[src/rtl/muldiv_pkg.sv]
// rtl/muldiv_pkg.sv - RV32M funct3 encodings, FSM states and operand signedness helpers
package muldiv_pkg;

    localparam logic [2:0] MULDIV_MUL    = 3'b000;
    localparam logic [2:0] MULDIV_MULH   = 3'b001;
    localparam logic [2:0] MULDIV_MULHSU = 3'b010;
    localparam logic [2:0] MULDIV_MULHU  = 3'b011;
    localparam logic [2:0] MULDIV_DIV    = 3'b100;
    localparam logic [2:0] MULDIV_DIVU   = 3'b101;
    localparam logic [2:0] MULDIV_REM    = 3'b110;
    localparam logic [2:0] MULDIV_REMU   = 3'b111;

    typedef enum logic [1:0] {
        ST_IDLE = 2'd0,
        ST_CALC = 2'd1,
        ST_DONE = 2'd2
    } muldiv_state_t;

    // rs1 is treated as two's complement for MULH, MULHSU, DIV and REM
    function automatic logic op_a_signed(input logic [2:0] op);
        return (op == MULDIV_MULH) || (op == MULDIV_MULHSU) ||
               (op == MULDIV_DIV)  || (op == MULDIV_REM);
    endfunction

    // rs2 is treated as two's complement for MULH, DIV and REM
    function automatic logic op_b_signed(input logic [2:0] op);
        return (op == MULDIV_MULH) || (op == MULDIV_DIV) || (op == MULDIV_REM);
    endfunction

endpackage

[src/rtl/muldiv.sv]
// rtl/muldiv.sv - iterative shift-add multiplier / restoring divider for RV32M
module muldiv
    import muldiv_pkg::*;
#(
    parameter int XLEN = 32
) (
    input  logic            clk_i,
    input  logic            rst_i,
    input  logic            valid_i,
    output logic            ready_o,
    input  logic [XLEN-1:0] a_i,
    input  logic [XLEN-1:0] b_i,
    input  logic [2:0]      op_i,
    output logic            valid_o,
    output logic [XLEN-1:0] result_o
);

    localparam int CW = $clog2(XLEN);

    muldiv_state_t   state;
    logic [CW-1:0]   cnt;
    logic [2:0]      op_q;
    logic            neg_q;
    logic            special_q;
    // hi_q: product high half (mul) or partial remainder (div)
    // lo_q: multiplier shifting out / product low half (mul), dividend shifting into quotient (div)
    logic [XLEN:0]   hi_q;
    logic [XLEN-1:0] lo_q;
    logic [XLEN-1:0] opnd_q;

    logic            a_neg, b_neg, res_neg, div_zero, div_ovf;
    logic [XLEN-1:0] a_mag, b_mag, special_res;

    // Accept-side decode: magnitudes, result sign and special-case detection
    always_comb begin
        a_neg    = op_a_signed(op_i) & a_i[XLEN-1];
        b_neg    = op_b_signed(op_i) & b_i[XLEN-1];
        a_mag    = a_neg ? -a_i : a_i;
        b_mag    = b_neg ? -b_i : b_i;
        res_neg  = (op_i[2] && op_i[1]) ? a_neg : (a_neg ^ b_neg);
        div_zero = op_i[2] && (b_i == '0);
        div_ovf  = op_i[2] && !op_i[0] && (a_i == {1'b1, {(XLEN-1){1'b0}}}) && (b_i == '1);
        if (div_zero)
            special_res = op_i[1] ? a_i : '1;
        else
            special_res = op_i[1] ? '0 : a_i;
    end

    logic            is_mul;
    logic            fits;
    logic [XLEN:0]   div_shift, add_a, add_b, add_sum, hi_n;
    logic [XLEN-1:0] lo_n;

    // One iteration; the XLEN+1-bit adder adds the multiplicand or subtracts the divisor
    always_comb begin
        is_mul    = !op_q[2];
        div_shift = {hi_q[XLEN-1:0], lo_q[XLEN-1]};
        add_a     = is_mul ? hi_q : div_shift;
        if (is_mul)
            add_b = lo_q[0] ? {1'b0, opnd_q} : '0;
        else
            add_b = ~{1'b0, opnd_q};
        add_sum   = add_a + add_b + {{XLEN{1'b0}}, !is_mul};
        fits      = !add_sum[XLEN];
        if (is_mul) begin
            hi_n = {1'b0, add_sum[XLEN:1]};
            lo_n = {add_sum[0], lo_q[XLEN-1:1]};
        end else begin
            hi_n = fits ? add_sum : div_shift;
            lo_n = {lo_q[XLEN-2:0], fits};
        end
    end

    logic [2*XLEN-1:0] prod, prod_s;
    logic [XLEN-1:0]   quo_s, rem_s, final_res;

    // Final sign fix-up and result selection
    always_comb begin
        prod   = {hi_q[XLEN-1:0], lo_q};
        prod_s = neg_q ? -prod : prod;
        quo_s  = neg_q ? -lo_q : lo_q;
        rem_s  = neg_q ? -hi_q[XLEN-1:0] : hi_q[XLEN-1:0];
        if (special_q)
            final_res = lo_q;
        else if (is_mul)
            final_res = (op_q[1:0] == 2'b00) ? prod_s[XLEN-1:0] : prod_s[2*XLEN-1:XLEN];
        else
            final_res = op_q[1] ? rem_s : quo_s;
    end

    // Control FSM with registered handshake outputs
    always_ff @(posedge clk_i) begin
        if (rst_i) begin
            state     <= ST_IDLE;
            cnt       <= '0;
            op_q      <= '0;
            neg_q     <= 1'b0;
            special_q <= 1'b0;
            hi_q      <= '0;
            lo_q      <= '0;
            opnd_q    <= '0;
            ready_o   <= 1'b1;
            valid_o   <= 1'b0;
            result_o  <= '0;
        end else begin
            case (state)
                ST_IDLE: begin
                    valid_o <= 1'b0;
                    if (ready_o && valid_i) begin
                        ready_o   <= 1'b0;
                        op_q      <= op_i;
                        neg_q     <= res_neg;
                        special_q <= div_zero | div_ovf;
                        hi_q      <= '0;
                        lo_q      <= (div_zero | div_ovf) ? special_res : a_mag;
                        opnd_q    <= b_mag;
                        cnt       <= CW'(XLEN - 1);
                        state     <= (div_zero | div_ovf) ? ST_DONE : ST_CALC;
                    end else if (!ready_o) begin
                        // ready rises one cycle after the result strobe
                        ready_o <= 1'b1;
                    end
                end
                ST_CALC: begin
                    hi_q <= hi_n;
                    lo_q <= lo_n;
                    if (cnt == '0)
                        state <= ST_DONE;
                    else
                        cnt <= cnt - 1'b1;
                end
                ST_DONE: begin
                    result_o <= final_res;
                    valid_o  <= 1'b1;
                    state    <= ST_IDLE;
                end
                default: state <= ST_IDLE;
            endcase
        end
    end

endmodule
[config.mk]
export PLATFORM = sky130hd
export DESIGN_NAME = muldiv
export DESIGN_NICKNAME = d
export VERILOG_FILES = /design/src/rtl/muldiv_pkg.sv /design/src/rtl/muldiv.sv
export SDC_FILE = /design/constraint.sdc
export NUM_CORES = 1
export LEC_CHECK = 0
export CORE_UTILIZATION = 50
export DETAILED_ROUTE_END_ITERATION = 10
export PLACE_DENSITY = 0.7
export SYNTH_ARGS = -nofsm -noshare
export SYNTH_HDL_FRONTEND = slang
export SYNTH_SLANG_ARGS = --single-unit
[constraint.sdc]
create_clock -name clk_i -period 13.35 [get_ports clk_i]
set_clock_uncertainty 0.1 [all_clocks]
set_input_delay 3.3375 -clock clk_i [delete_from_list [all_inputs] [get_ports clk_i]]
set_output_delay 3.3375 -clock clk_i [all_outputs]
set_load 0.02 [all_outputs]
==> out/results.ini <==
[status]
violations=design-rule violations
outcome=complete, but fails checks

[min_path]
whs_path_depth=2
hold_start=hi_q[32]$_SDFFE_PP0P_
hold_class=reg2reg

[floorplan]
rows=59
die-area_um2=27500
core_area_um2=26200
initial_core_util_pct=51.1
die_w_um=166
io_pins=104
die_y_um=166

[sta]
tightest_slew_ps=1160
relSlewSlack_pct=22.4
fin_crit_sh_pct=53.0
fin_setup_tns_ps=0
drv_slew=0
worst_slack_ps=6270
fin_crit_ps=7080
rsz0062_at_grt=no
final_hold_viol_count=0
clock.fmax_mhz=141
setup_violations=0

[global_route]
antenna_found_initial=0
grt_pass1_wl_um=71400
grt_pass1_vias=12800
grt_overflow=0
grt_max_degree=88
gr-usage-all-layers_pct=32.4

[detailed_routing]
vias=14000
wire_per_inst_um=21.2
wirelength_um=45500
drtIter0Drc=1523
ant_nets=0
via_per_inst=6.52
drc=4
first_pass_iters=9

[synth]
syn_inst=1821
yosys_most_used_dff=dfxtp_1
yosys.area_share.simple_pct=22.5
synth_mux_area_share_pct=7.10
synth_fp_nets=1932
synth_area_um2=13400
synth_edf_count=0
synth_compound_area_share_pct=30.2
synthArstFlopShare_pct=0
synth-warning-count=0
avgSynthCellArea_um2=7.36
synth_top_family_by_area=compound AO/OA/AOI/OAI gates
synth_adder_area_share_pct=3.94
synth_xor_area_share_pct=9.02
synth-seq-cells=143
ys_seq_area_share_pct=21.4
synth.distinct_cells=89

[layout]
seqCellArea_um2=2870
fillerInstances=2485
multi_input_area_um2=9770
layout_commonest_cell=o21ai_0
drive_gt1_share_pct=7.63
layout_common_cells=o21ai_0, nand2_1, a21oi_1, dfxtp_1, nor2_1
area_delta_synth_final_pct=11.5
nets=1906
antenna_cells=0

[clocking]
postCtsResizedCells=0
h-tree-depth=4
cts_buffer_depth=2
cts_tree=yes
cts_buffers=17
cts.sinks=143
holdBufCountCts=0
cts-root-buf=clkbuf_16
post_cts_buffers=0
clk_pin_slew_ps=70
clock_latency_ps=440

[setup_path]
critPathMaxFanout=21
cp-start-kind=input pin
max_stage_delay_ps=710
cp_data_arrival_time_ps=7280
cp_slowest_cell=or4b_4
rr_startpoint=op_q[2]$_SDFFE_PP0P_
required_ps=13550
path_class=in2reg
worstRegToRegCells=15
end_kind=flip-flop
critical_path.cell_chain=clkdlybuf4s50_1 > inv_1 > ha_1 > or3b_2 > nor3_2 > nand4_1 > or4b_4 > nand2_1 > nor4_1 > a2111oi_0 > nor3_1
worstSetupStartpoint=b_i[0]

[placement]
place.gp.congestion=0.995
dp_hpwl_um=33200
pre_cts_slack_ps=5880
port_buffers=103

[pwr]
finalPower_uw=1750
ir_drop_uv=93.7
power_density_nw_per_um2=117
p_leak_uw=0.00535

[flow_run]
cap_violations=0

==> sequential cells by signal, summed over array words and instances, names as in the netlist <==
| signal | count |
|---|---|
| opnd_q | 32 |
| neg_q | 1 |
| cnt | 5 |
| op_q | 3 |
| hi_q | 33 |
| result_o | 32 |
| special_q | 1 |
| state | 2 |
| ready_o | 1 |
| valid_o | 1 |
| lo_q | 32 |
==> through the flow <==
step / instances / cell area (um^2) / utilization, % / hold WS [ps]
2_1_floorplan: 1821 / 13400 / - / 329
3_3_place_gp: 2111 / 14300 / 54.7 / 337
3_5_place_dp: 2111 / 14300 / 54.7 / 342
4_1_cts: 2143 / 14900 / 57.0 / 354
5_1_grt: 2143 / 14900 / 57.0 / 385
6_report: 2143 / 14900 / 57.0 / 353
==> power breakdown <==
part | switching, uW | internal (uW)
sequential | 94.5 | 476
combinational | 406 | 254
clock | 215 | 304
==> worst max-delay path, delay by kind of cell <==
| kind | cells | cell delay, ps |
|---|---|---|
| and+or+nand+nor | 7 | 2730 |
| buffers and inverters | 2 | 580 |
| AOI/OAI and AO/OA | 1 | 460 |
| adders and majority gates | 1 | 160 |
==> synth_stat cells (all sizes together), types with 7 or more instances <==
cell type	count	area, um^2
a2111oi	26	309
a211oi	54	405
a21o	17	128
a21oi	141	709
a221oi	18	158
a22oi	27	203
a31oi	13	81.3
and2	10	62.6
and3	7	43.8
buf	39	199
clkbuf	124	468
dfxtp	143	2860
ha	39	488
inv	32	120
mux2	30	338
mux2i	59	591
nand2	168	631
nand2b	20	125
nand3	41	205
nand3b	18	135
nand4	22	144
nor2	127	484
nor2b	9	56.3
nor3	88	455
nor3b	10	75.1
nor4	27	188
o211ai	11	87.6
o21ai	192	983
o21bai	11	82.6
o221ai	7	61.3
o31ai	38	285
o41ai	12	139
or2	10	65.1
or3	14	92.6
or4	15	124
xnor2	69	604
xor2	69	604
==> final timing paths <==
check | endpoint | slack [ps]
max | lo_q[13]$_SDFFE_PP0P_ | 6270
min | hi_q[32]$_SDFFE_PP0P_ | 350
max reg2reg | hi_q[24]$_SDFFE_PP0P_ | 7280
min reg2reg | hi_q[32]$_SDFFE_PP0P_ | 350
==> layout make-up <==
class | count | share of cell area, %
multi-input cells | 1483 | 65.4
inverters | 32 | 0.804
clock inverters | 13 | 1.16
well taps | 335 | 2.81
flip-flops and latches | 143 | 19.2
repair buffers | 118 | 7.64
clock buffers | 19 | 2.96
==> routing by layer <==
layer	GRT usage [%]	vias to the layer above	routed length [um]
met4	10.6	0	1140
met1	45.4	6531	20800
met5	0	-	0
li1	-	6715	-
met2	50.4	637	20000
met3	5.30	92	3450
==> cells by family after synthesis <==
family                   after synthesis
AND/OR/NAND/NOR                      599
flip-flops                           143
AO/OA/AOI/OAI                        615
buffers and inverters                195
multiplexers                          90
adder cells (fa/ha/maj)               41
XOR/XNOR                             138
No activity file was read; power rests on OpenSTA's default activity.
